===== config.mk =====
export PLATFORM = sky130hd
export DESIGN_NAME = mem_arbiter_flat
export DESIGN_NICKNAME = d
export VERILOG_FILES = /design/src/rtl/mem_arbiter_if.sv /design/src/rtl/mem_arbiter.sv /design/src/flat_wrapper.sv
export SDC_FILE = /design/constraint.sdc
export NUM_CORES = 1
export LEC_CHECK = 0
export ABC_CLOCK_PERIOD_IN_PS = 5000
export CORE_AREA = 10 10 111 113
export DETAILED_ROUTE_END_ITERATION = 8
export DIE_AREA = 0 0 121 123
export PLACE_DENSITY = 0.81
export SYNTH_ARGS = -nofsm -noshare
export SYNTH_HDL_FRONTEND = slang
export SYNTH_SLANG_ARGS = --single-unit

===== constraint.sdc =====
create_clock -name clk -period 5 [get_ports clk]
set_clock_uncertainty 0.2 [all_clocks]
set_input_delay 0.5 -clock clk [delete_from_list [all_inputs] [get_ports clk]]
set_output_delay 0.5 -clock clk [all_outputs]
set_load 0.05 [all_outputs]

===== src/rtl/mem_arbiter_if.sv =====
// mem_arbiter_if: bundle of the two master ports (M0 = RISC-V core,
// M1 = camera/detection DMA) and the single-port Memory side.
//   M0_* / M1_*  : request/lock/write-enable/address/write-data in,
//                  read-data/ack/err out (from the arbiter's view)
//   Mem_*        : address/write-enable/write-data out, read-data in
// Modports: slave = arbiter side, master = masters plus memory side.
interface mem_arbiter_if;
  logic        M0_Req;
  logic        M0_Lock;
  logic        M0_Write_En;
  logic [31:0] M0_Addr;
  logic [31:0] M0_Write_Data;
  logic [31:0] M0_Read_Data;
  logic        M0_Ack;
  logic        M0_Err;

  logic        M1_Req;
  logic        M1_Lock;
  logic        M1_Write_En;
  logic [31:0] M1_Addr;
  logic [31:0] M1_Write_Data;
  logic [31:0] M1_Read_Data;
  logic        M1_Ack;
  logic        M1_Err;

  logic [31:0] Mem_Addr;
  logic        Mem_Write_En;
  logic [31:0] Mem_Write_Data;
  logic [31:0] Mem_Read_Data;

  modport slave (
    input  M0_Req, M0_Lock, M0_Write_En, M0_Addr, M0_Write_Data,
    input  M1_Req, M1_Lock, M1_Write_En, M1_Addr, M1_Write_Data,
    input  Mem_Read_Data,
    output M0_Read_Data, M0_Ack, M0_Err,
    output M1_Read_Data, M1_Ack, M1_Err,
    output Mem_Addr, Mem_Write_En, Mem_Write_Data
  );

  modport master (
    output M0_Req, M0_Lock, M0_Write_En, M0_Addr, M0_Write_Data,
    output M1_Req, M1_Lock, M1_Write_En, M1_Addr, M1_Write_Data,
    output Mem_Read_Data,
    input  M0_Read_Data, M0_Ack, M0_Err,
    input  M1_Read_Data, M1_Ack, M1_Err,
    input  Mem_Addr, Mem_Write_En, Mem_Write_Data
  );
endinterface


===== src/rtl/mem_arbiter.sv =====
// mem_arbiter: round-robin arbiter sharing one single-port Memory between
// two masters, with locked bursts capped at MAX_BURST accesses while the
// other master waits, and misaligned / out-of-range access flagging.
// Ports:
//   clk, rst_n : clock, asynchronous active-low reset
//   bus        : mem_arbiter_if.slave (both masters + Memory side)
//   Busy       : FSM not in IDLE
//   Owner      : current owner, or last owner while idle
//
// state | meaning
// IDLE  | no owner, no memory access, arbitrates pending requests
// OWN0  | M0 owns the memory; one access per cycle while M0_Req
// OWN1  | M1 owns the memory; one access per cycle while M1_Req
module mem_arbiter #(
  parameter int MEM_WORDS = 64,
  parameter int MAX_BURST = 8
) (
  input  logic          clk,
  input  logic          rst_n,
  mem_arbiter_if.slave  bus,
  output logic          Busy,
  output logic          Owner
);

  localparam int BW = $clog2(MAX_BURST) + 1;

  typedef enum logic [1:0] {IDLE, OWN0, OWN1} state_t;

  state_t        state, state_next;
  logic          last_owner, last_owner_next;
  logic [BW-1:0] burst_cnt, burst_cnt_next;

  logic          own1;
  logic          sel_req, sel_lock, sel_we, other_req;
  logic [31:0]   sel_addr, sel_wdata;
  logic          addr_err, access, good, stay;

  assign own1      = (state == OWN1);
  assign sel_req   = own1 ? bus.M1_Req        : bus.M0_Req;
  assign sel_lock  = own1 ? bus.M1_Lock       : bus.M0_Lock;
  assign sel_we    = own1 ? bus.M1_Write_En   : bus.M0_Write_En;
  assign sel_addr  = own1 ? bus.M1_Addr       : bus.M0_Addr;
  assign sel_wdata = own1 ? bus.M1_Write_Data : bus.M0_Write_Data;
  assign other_req = own1 ? bus.M0_Req        : bus.M1_Req;

  assign addr_err = (sel_addr[1:0] != 2'b00) || (sel_addr[31:2] >= 30'(MEM_WORDS));
  assign access   = (state != IDLE) && sel_req;
  assign good     = access && !addr_err;
  // burst_cnt counts contested accesses already taken minus one, so the
  // owner yields after MAX_BURST back-to-back accesses under contention
  assign stay     = sel_req && sel_lock &&
                    (!other_req || (burst_cnt < BW'(MAX_BURST - 1)));

  always_ff @(posedge clk or negedge rst_n) begin
    if (!rst_n) begin
      state      <= IDLE;
      last_owner <= 1'b1;
      burst_cnt  <= '0;
    end else begin
      state      <= state_next;
      last_owner <= last_owner_next;
      burst_cnt  <= burst_cnt_next;
    end
  end

  always_comb begin
    state_next      = state;
    last_owner_next = last_owner;
    burst_cnt_next  = burst_cnt;
    case (state)
      IDLE: begin
        burst_cnt_next = '0;
        if (bus.M0_Req && bus.M1_Req) state_next = last_owner ? OWN0 : OWN1;
        else if (bus.M0_Req)          state_next = OWN0;
        else if (bus.M1_Req)          state_next = OWN1;
      end
      OWN0, OWN1: begin
        if (stay) begin
          burst_cnt_next = other_req ? burst_cnt + 1'b1 : '0;
        end else begin
          last_owner_next = own1;
          burst_cnt_next  = '0;
          if (other_req) state_next = own1 ? OWN0 : OWN1;
          else           state_next = IDLE;
        end
      end
      default: state_next = IDLE;
    endcase
  end

  always_comb begin
    bus.Mem_Addr       = good ? sel_addr : 32'd0;
    bus.Mem_Write_En   = good && sel_we;
    bus.Mem_Write_Data = good ? sel_wdata : 32'd0;

    bus.M0_Ack       = access && !own1;
    bus.M0_Err       = access && !own1 && addr_err;
    bus.M0_Read_Data = (good && !own1) ? bus.Mem_Read_Data : 32'd0;
    bus.M1_Ack       = access && own1;
    bus.M1_Err       = access && own1 && addr_err;
    bus.M1_Read_Data = (good && own1) ? bus.Mem_Read_Data : 32'd0;
  end

  assign Busy  = (state != IDLE);
  assign Owner = (state == OWN0) ? 1'b0 : (state == OWN1) ? 1'b1 : last_owner;

endmodule


===== src/flat_wrapper.sv =====
// flat-port wrapper written by rule: the top's interface ports become plain ports
module mem_arbiter_flat 
#(
  parameter int MEM_WORDS = 64,
  parameter int MAX_BURST = 8
)
  (clk, rst_n, Busy, Owner, bus_M0_Req, bus_M0_Lock, bus_M0_Write_En, bus_M0_Addr, bus_M0_Write_Data, bus_M1_Req, bus_M1_Lock, bus_M1_Write_En, bus_M1_Addr, bus_M1_Write_Data, bus_Mem_Read_Data, bus_M0_Read_Data, bus_M0_Ack, bus_M0_Err, bus_M1_Read_Data, bus_M1_Ack, bus_M1_Err, bus_Mem_Addr, bus_Mem_Write_En, bus_Mem_Write_Data);
  mem_arbiter_if bus_i ();
  input  logic clk;
  input  logic rst_n;
  output logic Busy;
  output logic Owner;
  input wire logic [$bits(bus_i.M0_Req)-1:0] bus_M0_Req;
  input wire logic [$bits(bus_i.M0_Lock)-1:0] bus_M0_Lock;
  input wire logic [$bits(bus_i.M0_Write_En)-1:0] bus_M0_Write_En;
  input wire logic [$bits(bus_i.M0_Addr)-1:0] bus_M0_Addr;
  input wire logic [$bits(bus_i.M0_Write_Data)-1:0] bus_M0_Write_Data;
  input wire logic [$bits(bus_i.M1_Req)-1:0] bus_M1_Req;
  input wire logic [$bits(bus_i.M1_Lock)-1:0] bus_M1_Lock;
  input wire logic [$bits(bus_i.M1_Write_En)-1:0] bus_M1_Write_En;
  input wire logic [$bits(bus_i.M1_Addr)-1:0] bus_M1_Addr;
  input wire logic [$bits(bus_i.M1_Write_Data)-1:0] bus_M1_Write_Data;
  input wire logic [$bits(bus_i.Mem_Read_Data)-1:0] bus_Mem_Read_Data;
  output wire logic [$bits(bus_i.M0_Read_Data)-1:0] bus_M0_Read_Data;
  output wire logic [$bits(bus_i.M0_Ack)-1:0] bus_M0_Ack;
  output wire logic [$bits(bus_i.M0_Err)-1:0] bus_M0_Err;
  output wire logic [$bits(bus_i.M1_Read_Data)-1:0] bus_M1_Read_Data;
  output wire logic [$bits(bus_i.M1_Ack)-1:0] bus_M1_Ack;
  output wire logic [$bits(bus_i.M1_Err)-1:0] bus_M1_Err;
  output wire logic [$bits(bus_i.Mem_Addr)-1:0] bus_Mem_Addr;
  output wire logic [$bits(bus_i.Mem_Write_En)-1:0] bus_Mem_Write_En;
  output wire logic [$bits(bus_i.Mem_Write_Data)-1:0] bus_Mem_Write_Data;
  assign bus_i.M0_Req = bus_M0_Req;
  assign bus_i.M0_Lock = bus_M0_Lock;
  assign bus_i.M0_Write_En = bus_M0_Write_En;
  assign bus_i.M0_Addr = bus_M0_Addr;
  assign bus_i.M0_Write_Data = bus_M0_Write_Data;
  assign bus_i.M1_Req = bus_M1_Req;
  assign bus_i.M1_Lock = bus_M1_Lock;
  assign bus_i.M1_Write_En = bus_M1_Write_En;
  assign bus_i.M1_Addr = bus_M1_Addr;
  assign bus_i.M1_Write_Data = bus_M1_Write_Data;
  assign bus_i.Mem_Read_Data = bus_Mem_Read_Data;
  assign bus_M0_Read_Data = bus_i.M0_Read_Data;
  assign bus_M0_Ack = bus_i.M0_Ack;
  assign bus_M0_Err = bus_i.M0_Err;
  assign bus_M1_Read_Data = bus_i.M1_Read_Data;
  assign bus_M1_Ack = bus_i.M1_Ack;
  assign bus_M1_Err = bus_i.M1_Err;
  assign bus_Mem_Addr = bus_i.Mem_Addr;
  assign bus_Mem_Write_En = bus_i.Mem_Write_En;
  assign bus_Mem_Write_Data = bus_i.Mem_Write_Data;
  mem_arbiter #(.MEM_WORDS(MEM_WORDS), .MAX_BURST(MAX_BURST)) u_core (.clk(clk), .rst_n(rst_n), .bus(bus_i), .Busy(Busy), .Owner(Owner));
endmodule

# Word-level counts from Yosys, hierarchy flattened
# Cells that the tools add are included.
totals:
  ff_bits: 7
  inputBits: 168
  out_inout_bits: 135
  wordCells: 58
classes:
  n_addsub: 1
  magnitude_cmp: 2
  eq_ne: 4
  n_mux: 23
  bitwise: 1
  n_reduce_logical: 24
ops:
  columns: ["cell", "n"]
  rows:
  - ["2-to-1 mux 32 bit", 6]
  - ["greater-or-equal comparator 30 x 7 -> 1 bit (second input constant)", 1]
  - ["2-to-1 mux 2 bit", 7]
  - ["logical AND 1 bit", 12]
  - ["2-to-1 mux 4 bit", 2]
  - ["case mux 4 bit (2 select lines)", 1]
  - ["2-to-1 mux 1 bit", 6]
  - ["nonzero test 2 bit", 3]
  - ["adder 4 x 1 -> 4 bit (second input constant)", 1]
  - ["< comparator 4 x 3 -> 1 bit (second input constant)", 1]
  - ["!= test 4 x 3 -> 1 bit (second input constant)", 1]
  - ["case mux 2 bit (2 select lines)", 1]
  - ["AND reduction 2 bit", 2]
  - ["zero test 1 bit", 3]
  - ["equality test 2 x 1 -> 1 bit (second input constant)", 1]
  - ["equality test 2 bit (second input constant)", 1]
  - ["zero test 2 bit", 1]
  - ["logical OR 1 bit", 2]
  - ["!= test 2 bit (second input constant)", 1]
  - ["OR reduction 2 bit", 1]
  - ["inverter 1 bit", 1]

# Longest topological paths before layout
# Gate-level depths: netlist (run 1).
depth:
  word_depth: 8
  mapped_depth: 9
  mapped_depth_nobuf: 6

# Least setup slack after synthesis (run 1)
# No wires, ideal clock.
synth_path:
  kind: "reg-to-output"
  start: "register u_core.state[0]"
  end: "output port bus_Mem_Addr[2]"
  arrival_time_ns: 2.970
  t_required_ns: 4.300
  slack_ns: 1.330
  path_stages_with_launch: 9
  n_path_buf: 2
  path_cell_list: "dfrtp_1 > inv_1 > ha_1 > buf_6 > nor4_1 > and3_2 > nor2_1 > buf_6 > nor4_1"
synth_via:
  elab_chain_len: 7
  word_cells_on_any_way: 11
  classes_between: "1 x order compare; 1 x eq/ne; 3 x mux; 6 x reduce/logical"
synth_lines:
  columns: ["item", "line_no", "rtl"]
  rows:
  - ["start, declared", "mem_arbiter.sv:29", "state_t state, state_next;"]
  - ["start signal, assigned", "mem_arbiter.sv:60", "state <= state_next;"]
  - ["equality test 2 bit (*)", "mem_arbiter.sv:38", "assign own1 = (state == OWN1);"]
  - ["named net u_core.own1", "mem_arbiter.sv:33", "logic own1;"]
  - ["2-to-1 mux 32 bit", "mem_arbiter.sv:42", "assign sel_addr = own1 ? bus.M1_Addr : bus.M0_Addr;"]
  - ["greater-or-equal comparator 30 x 7 -> 1 bit or nonzero test 2 bit (tied branches)", "mem_arbiter.sv:46", "assign addr_err = (sel_addr[1:0] != 2'b00) || (sel_addr[31:2] >= 30'(MEM_WORDS));"]
  - ["logical OR 1 bit", "mem_arbiter.sv:46", null]
  - ["zero test 1 bit", "mem_arbiter.sv:48", "assign good = access && !addr_err;"]
  - ["logical AND 1 bit", "mem_arbiter.sv:48", null]
  - ["2-to-1 mux 32 bit (*)", "mem_arbiter.sv:92", "bus.Mem_Addr = good ? sel_addr : 32'd0;"]
  - ["end, declared", "flat_wrapper.sv:30", "output wire logic [$bits(bus_i.Mem_Addr)-1:0] bus_Mem_Addr;"]
# Mark *: on every way through the listed nets, which the timed path passes. The rest lies on a longest branch.

# Final worst setup path (run 1)
layout_path:
  start: "register u_core.state[0]"
  end: "output port bus_Mem_Write_Data[20]"
layout_via:
  elab_chain_len: 7
  word_cells_on_any_way: 12
  classes_between: "1 x order compare; 1 x eq/ne; 4 x mux; 6 x reduce/logical"
layout_lines:
  columns: ["item", "line_no", "rtl"]
  rows:
  - ["equality test 2 bit", "mem_arbiter.sv:38", null]
  - ["2-to-1 mux 32 bit", "mem_arbiter.sv:42", null]
  - ["greater-or-equal comparator 30 x 7 -> 1 bit or nonzero test 2 bit (tied branches)", "mem_arbiter.sv:46", null]
  - ["logical OR 1 bit", "mem_arbiter.sv:46", null]
  - ["zero test 1 bit", "mem_arbiter.sv:48", null]
  - ["logical AND 1 bit", "mem_arbiter.sv:48", null]
  - ["2-to-1 mux 32 bit (*)", "mem_arbiter.sv:94", "bus.Mem_Write_Data = good ? sel_wdata : 32'd0;"]
  - ["end, declared", "flat_wrapper.sv:32", "output wire logic [$bits(bus_i.Mem_Write_Data)-1:0] bus_Mem_Write_Data;"]
# Mark *: on every way between the ends. The rest lies on a longest branch, timed or not.

==> results.md, run 1 <==
- Core ar.: 0.0101 mm^2
- Diodes inserted: 0
- Post-Layout Cell Count: between 700 and 800
- Setup TNS: 0 ps
- Placer Congestion: slightly below 0.9
- DR WL/cell: between 15 and 20 um
- Endpoint class of the critical path: output pin
- Syn Area/Cell: between 6 and 7 um^2
- Initial antenna violation count: 1
- Pre-CTS setup slack: ~930 ps
- Met2 usage: 30.6%
- Hpwl dp: 11700 um
- Final Cycle Share: just over 80%
- GR Layer Usage met3: between 6 and 7%
- Status: finished, final reports clean
- Total grt overflow: 0
- Largest stage delay on the critical path: about 850 ps
- Post-layout min period: 4110 ps
- PortBufs: 276
- Achievable Freq: between 0.2 and 0.25 GHz
- Worst Slack Setup Final: around 900 ps
- Routed vias: roughly 3200
- Worst-path clk slew: approximately 40 ps
- Leak Pwr: 1.64 nW
- Chip height: approximately 120 um
- Synth Flop Type: dfrtp_1
- Largest net degree at the start of global routing: 40
- Flops & latches, synth: 7
- CTS H-Tree Depth: 1
- Req. time, crit path: 4300 ps
- Critical path type: flip-flop to output pin
- Cells after Synth: slightly above 300
- Vias in the first global route: 3364
- CP top delay family: buffers and inverters
- Worst path bufs/invs: 5
- Final Hold Fails: 0
- Crit-path cells: inv_1 > ha_1 > clkinv_1 > buf_4 > and3_1 > buf_4 > a22oi_1 > nor3_1 > clkdlybuf4s50_1
- Num rows: 37
- Total power: 0.911 mW
- Num ports: approximately 300
- Power Dens Cells: 192 mW/mm^2
- Drt first-iter violations: around 230
- Ys Warns: 0
- Layer with the highest usage: met2
- Initial DRT Pass Iterations: 6
- Least-Margin Pin Slew: 972 ps
- Clock Path Buffers: 2
- Slew Limit Fails: 0
- Post-CTS Resized: 0
- Final setup vio count: 0
- Die area: around 0.015 mm^2
- MaxCap Viol Count: 0
- Worst vdd ir: roughly 0.15 mV
- Hold Worst Slack: 313 ps
- Synth-to-layout area growth: 145%
- Top cell by count, worst path: buf_4
- Post-CTS setup repair buffer count: 0
- Met1 global-route usage: approximately 15%
- CTS tree: built
- Synth async-reset ratio: 100%
- Arr. time, crit path: 3410 ps
- Relative slew slack: between 30% and 40%
- Crit Path Max Fanout: 36
- DR vias/cell: roughly 4.6
- Design area: around 0.0048 mm^2
- Layout cell share with drive strength beyond 1: 5.63%
- Synth cell types: 38
- Worst-Skew Late Latency: 220 ps
- DP Area: roughly 0.0047 mm^2
- Die width: 121 um
- Mapped Area: roughly 0.0019 mm^2
- CTS Root Cell: clkbuf_8
- Final wirelength: approximately 13000 um
- Number of synthesized flops with an enable pin: 0
- RSZ-0062 raised after global routing: false
- Nets: 742
- Dpl cells: 700
- GRT Util Overall: 15.6%
- TritonCTS buffer count: 3
- CTS sink cnt: 7
- CP max stage cell: clkdlybuf4s50_1
- Global-route wire length before repair: approximately 19000 um
- CTS Hold Buffers Added: 0
- Initial core utilization: between 10% and 20%
- CP startpoint kind: flip-flop
- Min-delay worst type: flip-flop to flip-flop
- Fin util: 46.9%
- DRC viols: 0
- Register area share after synthesis: between 9 and 10%
- Detail Route Antenna Nets: 0
-- cell usage in the layout (no fill, tap or decap), types with 6 or more instances in the layout --
cell type,n
clkdlybuf4s50_1,276
a22oi_1,33
o21ai_0,6
nand2_1,38
dfrtp_1,6
nor2_1,67
nor3_2,10
nor4_1,17
a21oi_1,6
mux2i_1,7
conb_1,26
nor3_1,25
buf_4,8
-- where the power goes --
group	internal, mW	total (mW)	switching, mW
clock network	0.0549	0.0769	0.0220
registers	0.0724	0.0838	0.0114
logic	0.304	0.750	0.446
total	0.432	0.911	0.479
-- worst paths after layout --
path	from	endpoint	slack [ps]	depth (start not counted)
max reg2reg	u_core.state[0]	u_core.burst_cnt[3]	2510	6
max in group asynchronous	rst_n	u_core.last_owner	4000	1
min	u_core.burst_cnt[3]	u_core.burst_cnt[3]	310	2
min in group asynchronous	rst_n	u_core.state[0]	330	1
max	u_core.state[0]	bus_Mem_Write_Data[20]	890	9
min reg2reg	u_core.burst_cnt[3]	u_core.burst_cnt[3]	310	2
-- kinds of logic after synthesis --
kind of cell	Yosys count	synth area share [%]
and+or+nand+nor	175	44.4
buffers and inverters	58	18.5
AOI/OAI and AO/OA	52	19.9
muxes	9	4.72
DFF	7	9.11
adders and majority gates	5	3.23
other	1	0.194
-- Yosys cell counts, drive strengths merged (2+ instances only) --
master | n | area, um^2
a21oi | 6 | 30.0
a22oi | 33 | 248
and2 | 2 | 12.5
and3 | 4 | 27.5
and4 | 2 | 17.5
buf | 43 | 302
clkbuf | 9 | 33.8
dfrtp | 6 | 150
ha | 5 | 62.6
inv | 5 | 18.8
mux2i | 8 | 80.1
nand2 | 38 | 143
nor2 | 68 | 255
nor3 | 36 | 241
nor4 | 17 | 106
o2111ai | 2 | 30.0
o21ai | 6 | 30.0
or3 | 2 | 12.5
-- flip-flops by register name (all words and copies together), names as in the netlist --
signal / cells
u_core.burst_cnt: 4
u_core.state: 2
u_core.last_owner: 1
-- cell type report --
type | count | area [um^2]
fillers | 964 | 5390
repair buffers | 284 | 2820
multi-input cells | 267 | 1520
flip-flops and latches | 7 | 176
well taps | 136 | 170
clock buffers | 4 | 45.0
inverters | 6 | 22.5
-- worst min-delay path, stage by stage, from the launching register on --
cell	delay (ps)
dfrtp_1	350
nand2_1	60
o31ai_1	60
-- routing by layer --
| layer | vias up | routed length, um |
|---|---|---|
| met4 | 2 | 26 |
| met3 | 4 | 1690 |
| met5 | - | 11 |
| met2 | 206 | 7070 |
| met1 | 1466 | 4510 |
| li1 | 1558 | - |
(Power assumes the default switching activity.)
==> run 2: changes to the inputs <==
--- a/config.mk
+++ b/config.mk
@@ -5,11 +5,11 @@
 export SDC_FILE = /design/constraint.sdc
 export NUM_CORES = 1
 export LEC_CHECK = 0
-export ABC_CLOCK_PERIOD_IN_PS = 5000
-export CORE_AREA = 10 10 111 113
+export ABC_CLOCK_PERIOD_IN_PS = 3560
+export CORE_AREA = 10 10 110 112
 export DETAILED_ROUTE_END_ITERATION = 8
-export DIE_AREA = 0 0 121 123
-export PLACE_DENSITY = 0.81
+export DIE_AREA = 0 0 120 122
+export PLACE_DENSITY = 0.85
 export SYNTH_ARGS = -nofsm -noshare
 export SYNTH_HDL_FRONTEND = slang
 export SYNTH_SLANG_ARGS = --single-unit
==> constraint.sdc (replaced) <==
create_clock -name clk -period 3.56 [get_ports clk]
set_clock_uncertainty 0.2 [all_clocks]
set_input_delay 0.356 -clock clk [delete_from_list [all_inputs] [get_ports clk]]
set_output_delay 0.356 -clock clk [all_outputs]
set_load 0.05 [all_outputs]
==> run 2 against run 1 <==
Net effect: sequential share of layout area decreased by 0.68 points; via count increased by 0.22%; non-clock buffer count decreased by 1; sequential power increased by 38%; combinational power increased by 44%; worst hold slack got worse by 120 ps; cell count decreased by 0.14%; die area decreased by 1.6%; largest cell class unchanged; largest power group unchanged.
==> results.md, run 2 (synthesized netlist as in run 1, its figures left out) <==
- Capture point of the worst reg-to-reg path: u_core.burst_cnt[3]
- Most frequent cells in the layout: clkdlybuf4s50_1, buf_12, nor2_1, nand2_1, a22oi_1
- R2R cell count: 6 (unchanged)
- Least-Margin Pin Slew: 966 ps (-5.73 ps)
- Placer Congestion: 0.878 (-0.24%)
- Total grt overflow: 0 (unchanged)
- Worst-Skew Late Latency: 220 ps (about the same)
- Synth-to-layout area growth: 200%
- Diodes inserted: 0 (unchanged)
- Biggest regs: u_core.burst_cnt (4), u_core.state (2), u_core.last_owner (1)
- Initial core utilization: 19.3% (+0.18 points)
- Min-delay worst type: input pin to async pin
- Status: finished, final reports clean
- Die width: 120 um (-0.83%)
- Detail Route Antenna Nets: 0 (unchanged)
- Worst-path clk slew: 40 ps (about the same)
- Met3 WL post-DR: 1570 um (-7.5%)
- RSZ-0062 raised after global routing: true
- Largest stage delay on the critical path: 560 ps (-290 ps)
- FF-to-FF Start: u_core.state[0]
- Num ports: 303 (unchanged)
- TritonCTS buffer count: 3 (unchanged)
- Wl on met1: 4660 um (+3.4%)
- Arr. time, crit path: 2810 ps (-600 ps)
- DRC viols: 0 (unchanged)
- Die area: 0.0146 mm^2 (-1.6%)
- Worst setup path end: bus_Mem_Addr[4]
- CP startpoint kind: flip-flop
- Relative slew slack: 35.4% (+0.38 points)
- Final setup vio count: 0 (unchanged)
- Endpoint class of the critical path: output pin
- Pre-CTS setup slack: 155 ps (-773 ps)
- CTS Hold Buffers Added: 0 (unchanged)
- Most flops, register: u_core.burst_cnt
- Vias in the first global route: 3493 (+3.8%)
- Met2 routed WL: 7510 um (+6.2%)
- CTS tree: built
- Total power: 1.30 mW (+43%)
- DR WL/cell: 19.8 um (+4.5%)
- Core ar.: 0.0100 mm^2 (-0.91%)
- Worst vdd ir: 0.229 mV (+54%)
- DR vias/cell: 4.61 (+0.36%)
- Worst Slack Setup Final: 193 ps (-699 ps)
- CTS sink cnt: 7 (unchanged)
- Worst path bufs/invs: 2 (-3)
- Final Cycle Share: a little over nine tenths
- CP startpoint: u_core.state[0]
- R2R setup slack: 1230 ps (-1280 ps)
- Leak Pwr: 2.14 nW (+31%)
- CTS Root Cell: clkbuf_8
- Top Layer Used: met5
- Nets: 741 (-0.13%)
- CP max stage cell: nor4_1
- Initial DRT Pass Iterations: 4 (-2)
- Crit Path Max Fanout: 39 (+8.3%)
- Initial antenna violation count: 1 (unchanged)
- Req. time, crit path: 3000 ps (-1300 ps)
- Hpwl dp: 12600 um (+7.5%)
- Max reg flops: 4 (unchanged)
- Power Dens Cells: 224 mW/mm^2 (+17%)
- Largest net degree at the start of global routing: 40 (unchanged)
- Num rows: 37 (unchanged)
- Routed vias: 3243 (+0.22%)
- Drt first-iter violations: 128 (-44%)
- CTS H-Tree Depth: 1 (unchanged)
- Achievable Freq: between 0.2 and 0.3 GHz
- Crit-path cells: inv_1 > ha_2 > nor4b_1 > and3_2 > nor2_4 > nor4_1 > buf_12
- Clock Path Buffers: 2 (unchanged)
- Most common cell after layout, fill and taps aside: clkdlybuf4s50_1
- Slew Limit Fails: 0 (unchanged)
- Layout cell share with drive strength beyond 1: 24.5% (+19 points)
- Global-route wire length before repair: 20000 um (+6.3%)
- Final wirelength: 13900 um (+4.3%)
- Levels on crit path: 7 (-2)
- GRT Util Overall: 17.1% (+1.5 points)
- Setup TNS: 0 ps (unchanged)
- Critical path type: flip-flop to output pin
- Post-layout min period: between 3000 and 4000 ps
- MaxCap Viol Count: 0 (unchanged)
- PortBufs: 276 (unchanged)
- CP top delay family: simple AND/OR/NAND/NOR gates
- Chip height: 122 um (-0.81%)
- Final Hold Fails: 0 (unchanged)
run 2: worst min path at each step:
stage	slack, ps	cells past startpoint	to
after floorplan	-140	0	u_core.burst_cnt[0]
after global placement	280	2	u_core.burst_cnt[3]
after detailed placement	310	2	u_core.burst_cnt[3]
after CTS	190	1	u_core.state[0]
after global routing	220	1	u_core.state[0]
final	190	1	u_core.burst_cnt[3]
run 2: power by group:
group	leakage [nW]	total [mW]	internal (mW)	switching, mW
combinational	2.02	1.08	0.448	0.631
sequential	0.0915	0.116	0.102	0.0146
clock	0.0228	0.107	0.0771	0.0298
run 2: layer usage:
layer,GRT usage (%),vias up
met5,0,-
met3,7.82,12
met1,16.2,1481
li1,-,1554
met4,2.94,2
met2,33.5,194
run 2: through the flow:
| stage | util (%) | std cells | hold slack [ps] | area [um^2] |
|---|---|---|---|---|
| floorplan | - | 332 | -140 | 2030 |
| global placement | 57.5 | 699 | 284 | 5770 |
| detailed placement | 57.5 | 699 | 312 | 5770 |
| CTS | 57.9 | 703 | 195 | 5820 |
| global route | 57.9 | 703 | 220 | 5820 |
| finish | 57.9 | 703 | 192 | 5820 |
run 2: layout make-up:
| type | count | area, um^2 |
|---|---|---|
| repair buffers | 283 | 3890 |
| fillers | 803 | 4230 |
| multi-input cells | 267 | 1520 |
| flip-flops and latches | 7 | 176 |
| well taps | 136 | 170 |
| clock buffers | 4 | 45.0 |
| inverters | 6 | 22.5 |
run 2: what timing repair did:
action / in CTS / in global routing
gates resized for setup: 1 / 0
setup endpoints to repair: 7 / 6
setup buffers: 0 / 0
